--- config.mk ---
export PLATFORM = sky130hd
export DESIGN_NAME = uart_io_master_flat
export DESIGN_NICKNAME = d
export VERILOG_FILES = /design/src/rtl/uart_io_master_if.sv /design/src/rtl/uart_io_master.sv /design/src/flat_wrapper.sv
export SDC_FILE = /design/constraint.sdc
export NUM_CORES = 1
export LEC_CHECK = 0
export BUFFER_PORTS_ARGS = -buffer_cell sky130_fd_sc_hd__buf_2
export CAP_MARGIN = 20
export CORE_ASPECT_RATIO = 1.5
export CORE_MARGIN = 5
export CORE_UTILIZATION = 54
export CTS_BUF_LIST = sky130_fd_sc_hd__clkbuf_16
export CTS_CLUSTER_DIAMETER = 80
export DETAILED_ROUTE_END_ITERATION = 10
export MAX_ROUTING_LAYER = met4
export PLACE_DENSITY = 0.89
export SETUP_SLACK_MARGIN = 0.1
export SLEW_MARGIN = 20
export SYNTH_ARGS = -nofsm -noshare
export SYNTH_HDL_FRONTEND = slang
export SYNTH_SLANG_ARGS = --single-unit
--- constraint.sdc ---
create_clock -name clk -period 2.9 [get_ports clk]
set_clock_uncertainty 0.1 [all_clocks]
set_input_delay 0.29 -clock clk [delete_from_list [all_inputs] [get_ports clk]]
set_output_delay 0.29 -clock clk [all_outputs]
set_load 0.05 [all_outputs]
--- src/rtl/uart_io_master_if.sv ---
// Bus and stream signals of the UART I/O master.
// The master modport is the initiator's view. The slave modport is the view of
// the UART slot together with the stream producer and consumer.
interface uart_io_master_if;
    logic       io_re;
    logic       io_we;
    logic [1:0] io_a;
    logic [7:0] io_wdata;
    logic [7:0] io_rdata;
    logic [7:0] tx_data;
    logic       tx_valid;
    logic       tx_ready;
    logic [7:0] rx_data;
    logic       rx_valid;
    logic       rx_ready;
    logic       cfg_done;

    modport master (
        output io_re, io_we, io_a, io_wdata,
        input  io_rdata,
        input  tx_data, tx_valid,
        output tx_ready,
        output rx_data, rx_valid,
        input  rx_ready,
        output cfg_done
    );

    modport slave (
        input  io_re, io_we, io_a, io_wdata,
        output io_rdata,
        output tx_data, tx_valid,
        input  tx_ready,
        input  rx_data, rx_valid,
        output rx_ready,
        input  cfg_done
    );
endinterface

--- src/rtl/uart_io_master.sv ---
// Hardware initiator for the AVR UART I/O slot.
// After reset it writes UCSRB and then UBRR. From then on it polls UCSRA.
// It feeds UDR from a small TX FIFO and drains UDR into a valid/ready RX stream.
//
//  state    | meaning
//  S_RST    | reset held or first cycle after release, bus idle
//  S_INIT_B | write UCSRB_INIT to addr 2
//  S_INIT_R | write UBRR_INIT to addr 3
//  S_POLL   | read UCSRA (addr 1), decide next action
//  S_RD_UDR | read UDR into rx_data
//  S_WR_UDR | write FIFO head to UDR, pop
module uart_io_master #(
    parameter logic [7:0] UBRR_INIT  = 8'd0,
    parameter logic [7:0] UCSRB_INIT = 8'h00,
    parameter int         FIFO_LOG2  = 2
) (
    input  logic             clk,
    input  logic             rst,
    uart_io_master_if.master bus
);
    localparam logic [FIFO_LOG2:0] C_DEPTH = {1'b1, {FIFO_LOG2{1'b0}}};

    typedef enum logic [2:0] {
        S_RST, S_INIT_B, S_INIT_R, S_POLL, S_RD_UDR, S_WR_UDR
    } state_t;

    state_t               r_state;
    logic                 r_io_re;
    logic                 r_io_we;
    logic [1:0]           r_io_a;
    logic [7:0]           r_io_wdata;
    logic [7:0]           r_rx_data;
    logic                 r_rx_valid;
    logic                 r_cfg_done;

    logic [7:0]           r_mem [C_DEPTH];
    logic [FIFO_LOG2-1:0] r_wr_ptr;
    logic [FIFO_LOG2-1:0] r_rd_ptr;
    logic [FIFO_LOG2:0]   r_count;

    logic                 w_tx_ready;
    logic                 w_push;
    logic                 w_pop;
    logic                 w_fifo_nempty;

    // A full FIFO refuses pushes even when a pop happens in the same cycle.
    assign w_tx_ready    = ~rst & (r_count != C_DEPTH);
    assign w_push        = bus.tx_valid & w_tx_ready;
    assign w_pop         = (r_state == S_WR_UDR);
    assign w_fifo_nempty = (r_count != '0);

    // TX FIFO: circular buffer; the pointers wrap because the depth is a power of two.
    always_ff @(posedge clk) begin
        if (rst) begin
            r_wr_ptr <= '0;
            r_rd_ptr <= '0;
            r_count  <= '0;
        end else begin
            if (w_push) begin
                r_mem[r_wr_ptr] <= bus.tx_data;
                r_wr_ptr        <= r_wr_ptr + 1'b1;
            end
            if (w_pop) begin
                r_rd_ptr <= r_rd_ptr + 1'b1;
            end
            case ({w_push, w_pop})
                2'b10:   r_count <= r_count + 1'b1;
                2'b01:   r_count <= r_count - 1'b1;
                default: r_count <= r_count;
            endcase
        end
    end

    // Sequencer: the bus outputs are registered from the next state, so they follow the state directly.
    always_ff @(posedge clk) begin
        if (rst) begin
            r_state    <= S_RST;
            r_io_re    <= 1'b0;
            r_io_we    <= 1'b0;
            r_io_a     <= 2'd0;
            r_io_wdata <= 8'h00;
            r_rx_data  <= 8'h00;
            r_rx_valid <= 1'b0;
            r_cfg_done <= 1'b0;
        end else begin
            if (r_rx_valid && bus.rx_ready) begin
                r_rx_valid <= 1'b0;
            end
            case (r_state)
                S_RST: begin
                    r_state    <= S_INIT_B;
                    r_io_we    <= 1'b1;
                    r_io_a     <= 2'd2;
                    r_io_wdata <= UCSRB_INIT;
                end
                S_INIT_B: begin
                    r_state    <= S_INIT_R;
                    r_io_we    <= 1'b1;
                    r_io_a     <= 2'd3;
                    r_io_wdata <= UBRR_INIT;
                end
                S_INIT_R: begin
                    r_state    <= S_POLL;
                    r_cfg_done <= 1'b1;
                    r_io_we    <= 1'b0;
                    r_io_re    <= 1'b1;
                    r_io_a     <= 2'd1;
                    r_io_wdata <= 8'h00;
                end
                S_POLL: begin
                    // RX wins over TX; a new byte is read only when the RX slot is empty.
                    if (bus.io_rdata[7] && !r_rx_valid) begin
                        r_state    <= S_RD_UDR;
                        r_io_re    <= 1'b1;
                        r_io_we    <= 1'b0;
                        r_io_a     <= 2'd0;
                        r_io_wdata <= 8'h00;
                    end else if (bus.io_rdata[5] && w_fifo_nempty) begin
                        r_state    <= S_WR_UDR;
                        r_io_re    <= 1'b0;
                        r_io_we    <= 1'b1;
                        r_io_a     <= 2'd0;
                        r_io_wdata <= r_mem[r_rd_ptr];
                    end else begin
                        r_state    <= S_POLL;
                        r_io_re    <= 1'b1;
                        r_io_we    <= 1'b0;
                        r_io_a     <= 2'd1;
                        r_io_wdata <= 8'h00;
                    end
                end
                S_RD_UDR: begin
                    r_rx_data  <= bus.io_rdata;
                    r_rx_valid <= 1'b1;
                    r_state    <= S_POLL;
                    r_io_re    <= 1'b1;
                    r_io_we    <= 1'b0;
                    r_io_a     <= 2'd1;
                    r_io_wdata <= 8'h00;
                end
                S_WR_UDR: begin
                    r_state    <= S_POLL;
                    r_io_re    <= 1'b1;
                    r_io_we    <= 1'b0;
                    r_io_a     <= 2'd1;
                    r_io_wdata <= 8'h00;
                end
                default: begin
                    r_state    <= S_RST;
                    r_io_re    <= 1'b0;
                    r_io_we    <= 1'b0;
                    r_io_a     <= 2'd0;
                    r_io_wdata <= 8'h00;
                end
            endcase
        end
    end

    assign bus.io_re    = r_io_re;
    assign bus.io_we    = r_io_we;
    assign bus.io_a     = r_io_a;
    assign bus.io_wdata = r_io_wdata;
    assign bus.tx_ready = w_tx_ready;
    assign bus.rx_data  = r_rx_data;
    assign bus.rx_valid = r_rx_valid;
    assign bus.cfg_done = r_cfg_done;
endmodule

--- src/flat_wrapper.sv ---
// flat-port wrapper written by rule: the top's interface ports become plain ports
module uart_io_master_flat 
#(
    parameter logic [7:0] UBRR_INIT  = 8'd0,
    parameter logic [7:0] UCSRB_INIT = 8'h00,
    parameter int         FIFO_LOG2  = 2
)
  (clk, rst, bus_io_re, bus_io_we, bus_io_a, bus_io_wdata, bus_io_rdata, bus_tx_data, bus_tx_valid, bus_tx_ready, bus_rx_data, bus_rx_valid, bus_rx_ready, bus_cfg_done);
  uart_io_master_if bus_i ();
  input  logic clk;
  input  logic rst;
  output wire logic [$bits(bus_i.io_re)-1:0] bus_io_re;
  output wire logic [$bits(bus_i.io_we)-1:0] bus_io_we;
  output wire logic [$bits(bus_i.io_a)-1:0] bus_io_a;
  output wire logic [$bits(bus_i.io_wdata)-1:0] bus_io_wdata;
  input wire logic [$bits(bus_i.io_rdata)-1:0] bus_io_rdata;
  input wire logic [$bits(bus_i.tx_data)-1:0] bus_tx_data;
  input wire logic [$bits(bus_i.tx_valid)-1:0] bus_tx_valid;
  output wire logic [$bits(bus_i.tx_ready)-1:0] bus_tx_ready;
  output wire logic [$bits(bus_i.rx_data)-1:0] bus_rx_data;
  output wire logic [$bits(bus_i.rx_valid)-1:0] bus_rx_valid;
  input wire logic [$bits(bus_i.rx_ready)-1:0] bus_rx_ready;
  output wire logic [$bits(bus_i.cfg_done)-1:0] bus_cfg_done;
  assign bus_io_re = bus_i.io_re;
  assign bus_io_we = bus_i.io_we;
  assign bus_io_a = bus_i.io_a;
  assign bus_io_wdata = bus_i.io_wdata;
  assign bus_i.io_rdata = bus_io_rdata;
  assign bus_i.tx_data = bus_tx_data;
  assign bus_i.tx_valid = bus_tx_valid;
  assign bus_tx_ready = bus_i.tx_ready;
  assign bus_rx_data = bus_i.rx_data;
  assign bus_rx_valid = bus_i.rx_valid;
  assign bus_i.rx_ready = bus_rx_ready;
  assign bus_cfg_done = bus_i.cfg_done;
  uart_io_master #(.UBRR_INIT(UBRR_INIT), .UCSRB_INIT(UCSRB_INIT), .FIFO_LOG2(FIFO_LOG2)) u_core (.clk(clk), .rst(rst), .bus(bus_i));
endmodule
==> metrics.md <==
| Metric | Value |
|---|---|
| Slew at the pin with the worst max-slew slack | `0.845 ns` |
| Register bit total from synthesis | `63` |
| Portion of synthesized cell area occupied by the leading cell type | `0.394` |
| Clock tree sinks | `63` |
| Library cell occupying the most area in the post-synthesis netlist | `sky130_fd_sc_hd__edfxtp_1` |
| Final routed wire length divided by cell count | `17.1 um` |
| Total nets after synthesis | `~190` |
| Unrepaired setup endpoints after global routing | `no` |
| Number of buffers inserted during clock tree synthesis | `9` |
| Proportion of synthesized flip-flops having asynchronous set or reset | `0` |
| Pin count of the biggest net entering global routing | `23` |
| Kind of end point of the critical path | `register` |
| Number of nets in the layout | `237` |
| Int Power | `1790 uW` |
| Worst Path Required | `3.05 ns` |
| Antenna violations before repair | `0` |
| Worst setup margin | `0.557 ns` |
| Bufs on Longest Clock Path | `2` |
| First-pass GRT wire length | `7.53 mm` |
| Effective utilization at floorplan | `0.545` |
| Final setup TNS | `0 ns` |
| Part of the total power dissipated in the clock network | `0.506` |
| Count of endpoints failing setup in the final report | `0` |
| Number of global-route vias before repair | `1536` |
| Part of the power in registers | `0.434` |
| Post-synth top cells | `32 x sky130_fd_sc_hd__edfxtp_1, 31 x sky130_fd_sc_hd__dfxtp_1, 17 x sky130_fd_sc_hd__nor2_1` |
| Final non-filler cell area | `2990 um^2` |
| Core occupancy in the finished layout | `0.670` |
| Area Overhead vs Synth | `22.9%` |
| Number of cell rows | `30` |
| Worst reg2reg startpoint | `u_core.r_count[2]` |
| Residual DRC | `0` |
| DP Worst Slack | `~0.67 ns` |
| P_leak | `0.00119 uW` |
| Proportion of power drawn by combinational gates | `0.061` |
| Cell area after technology mapping | `2440 um^2` |
| Core Area | `4470 um^2` |
| Final Power | `2290 uW` |
| Vias after detailed routing | `1437` |
| Synthesized instance count | `165` |
| Fraction of layout instances using a drive strength above 1 | `0.343` |
| Final Wtd Congestion | `0.806` |
| Net Switching | `494 uW` |
| Number of synthesized flops with an enable pin | `32` |
| Power per unit of standard cell area | `between 700 and 800 nW/um^2` |
| Detail Route Antenna Nets | `0` |
| Area enclosed by the die boundary | `5980 um^2` |
| Number of distinct library cells after synthesis | `33` |
| Total iterations of the first detailed-routing run | `4` |
| Synth area leaders | `sky130_fd_sc_hd__edfxtp_1 39%, sky130_fd_sc_hd__dfxtp_1 25%, sky130_fd_sc_hd__mux4_2 7.4%, sky130_fd_sc_hd__mux2i_1 3.7%, sky130_fd_sc_hd__nor2_1 2.6%` |
| Clk Tree Root Cell | `sky130_fd_sc_hd__clkbuf_16` |
| Worst Path Arrival | `2.50 ns` |
| Flip-flop cell with the highest count after synthesis | `sky130_fd_sc_hd__edfxtp_1` |
| Final period util | `0.808` |
| Total Routing Usage GR | `0.178` |
| Mean instance size in the synthesized netlist | `14.8 um^2` |
| Routed wire length | `4.52 mm` |
| Post-CTS setup buffer count | `0` |
| Crit path launch | `u_core.r_count[2]` |
| H-tree Lvls | `3` |
| Maximum resistive drop on vdd | `0.515 mV` |
| Insertion delay to the later sink of the worst-skew pair | `0.33 ns` |
| Syn. warnings | `0` |
| Hold path start | `bus_tx_data[2]` |
| Count of cells resized by post-cts repair | `0` |
| Die width | `64.8 um` |
| Die Y-Extent | `slightly above 90 um` |
| Max capacitance violation total | `0` |
| Final Critical Period | `~2.3 ns` |
| Critical path class | `register to register` |
| Placement-stage cell area | `roughly 2700 um^2` |
| Detail Placement HPWL | `just over 3 mm` |
| Portion of the post-synthesis area used by sequential elements | `0.649` |
| Vias per std cell | `5.44` |
| Startpoint Class | `register` |
| Worst min-delay path category | `input pin to register` |
| CTS tree | `yes` |
| Clock-pin transition on the worst setup and hold timing paths | `0.06 ns` |
| Maximum clock rate | `~430 MHz` |
| Diodes inserted | `0` |
| Total congestion overflow after global routing | `0` |
| Number of DRC markers in iteration 0 | `73` |
| Worst-path fanout max | `7` |
| Top-Level Pins | `43` |
| Switching share of power | `0.216` |
| Leading cell type by number of instances after synthesis | `sky130_fd_sc_hd__edfxtp_1` |
| Max Transition Viols Final | `0` |
| # hold bufs at CTS | `0` |
| Normalized max-slew margin | `0.434` |
| IO Port Bufs | `42` |
| Status | `complete, no violations` |
| Number of hold violations in the final report | `0` |
## flip-flops by register name, indices dropped and copies added (netlist names)
name / flops
u_core.bus.rx_data: 8
u_core.bus.io_a: 2
u_core.bus.io_we: 1
u_core.bus.io_re: 1
u_core.r_state: 2
u_core.r_wr_ptr: 2
u_core.bus.io_wdata: 8
u_core.r_mem: 32
u_core.bus.cfg_done: 1
u_core.r_count: 3
u_core.bus.rx_valid: 1
u_core.r_rd_ptr: 2
## layout make-up
type                    count  area (um^2)
multi-input cells          85          767
fillers                   304         1470
inverters                   9         33.8
repair buffers             43          218
flip-flops and latches     63         1580
clock buffers              11          275
well taps                  48         60.1
clock inverters             5         58.8
## layout by cell type (no fill, tap or decap), types with 2 or more instances in the layout
cell type,n
sky130_fd_sc_hd__buf_2,42
sky130_fd_sc_hd__edfxtp_1,32
sky130_fd_sc_hd__dfxtp_1,31
sky130_fd_sc_hd__nor2_1,17
sky130_fd_sc_hd__clkbuf_16,11
sky130_fd_sc_hd__inv_1,9
sky130_fd_sc_hd__nor2b_1,9
sky130_fd_sc_hd__mux2i_1,9
sky130_fd_sc_hd__mux4_2,8
sky130_fd_sc_hd__and2_1,5
sky130_fd_sc_hd__a21oi_1,5
sky130_fd_sc_hd__ha_1,5
sky130_fd_sc_hd__nor3_1,3
sky130_fd_sc_hd__xor2_1,3
sky130_fd_sc_hd__nor3b_2,2
sky130_fd_sc_hd__nand2b_1,2
sky130_fd_sc_hd__a311oi_1,2
## through the flow
stage                     std cells  hold WS, ns
after CTS                       264       0.0720
final                           264       0.0854
after global routing            264       0.0782
after detailed placement        248        0.380
after global placement          248        0.352
after floorplan                 165        0.289
## logic make-up after synthesis
| kind of cell | count (synthesis) | synth area share |
|---|---|---|
| flip-flops | 63 | 0.649 |
| multiplexers | 18 | 0.117 |
| buffers and inverters | 17 | 0.0360 |
| AO/OA/AOI/OAI | 12 | 0.0334 |
| adder cells (fa/ha/maj) | 6 | 0.0339 |
| AND/OR/NAND/NOR | 45 | 0.116 |
| XOR/XNOR | 4 | 0.0144 |
## critical path, stage by stage, from the launching register on
cell	delay (ns)
sky130_fd_sc_hd__dfxtp_1	0.39
sky130_fd_sc_hd__nor3b_2	0.31
sky130_fd_sc_hd__nor3b_4	0.11
sky130_fd_sc_hd__inv_1	0.09
sky130_fd_sc_hd__ha_1	0.20
sky130_fd_sc_hd__inv_1	0.06
sky130_fd_sc_hd__fa_1	0.37
sky130_fd_sc_hd__xor2_1	0.17
sky130_fd_sc_hd__or3_1	0.31
sky130_fd_sc_hd__a21oi_1	0.15
## power by group through the flow
stage	Sequential, uW	Clock, uW	Combinational (uW)
after floorplan	1030	0	77.4
after global placement	1010	0	133
after detailed placement	1010	0	138
after CTS	991	1170	140
after global routing	995	1230	151
final	991	1160	138
## path summary, 6_finish.rpt
check	endpoint	slack, ns	cells after the start
max reg2reg	u_core.r_count[2]	0.56	9
min reg2reg	u_core.bus.rx_data[7]	0.39	2
min	u_core.r_mem[2][2]	0.09	1
max	u_core.r_count[2]	0.56	9
## metal layers
metal | global-route usage | vias up | part of all wire
met3 | 0.0515 | 15 | 0.058
li1 | - | 684 | -
met2 | 0.273 | 55 | 0.52
met5 | - | - | 0
met4 | 0.113 | 0 | 0.035
met1 | 0.201 | 683 | 0.39
Note: power is estimated with default switching activity, not from simulation.
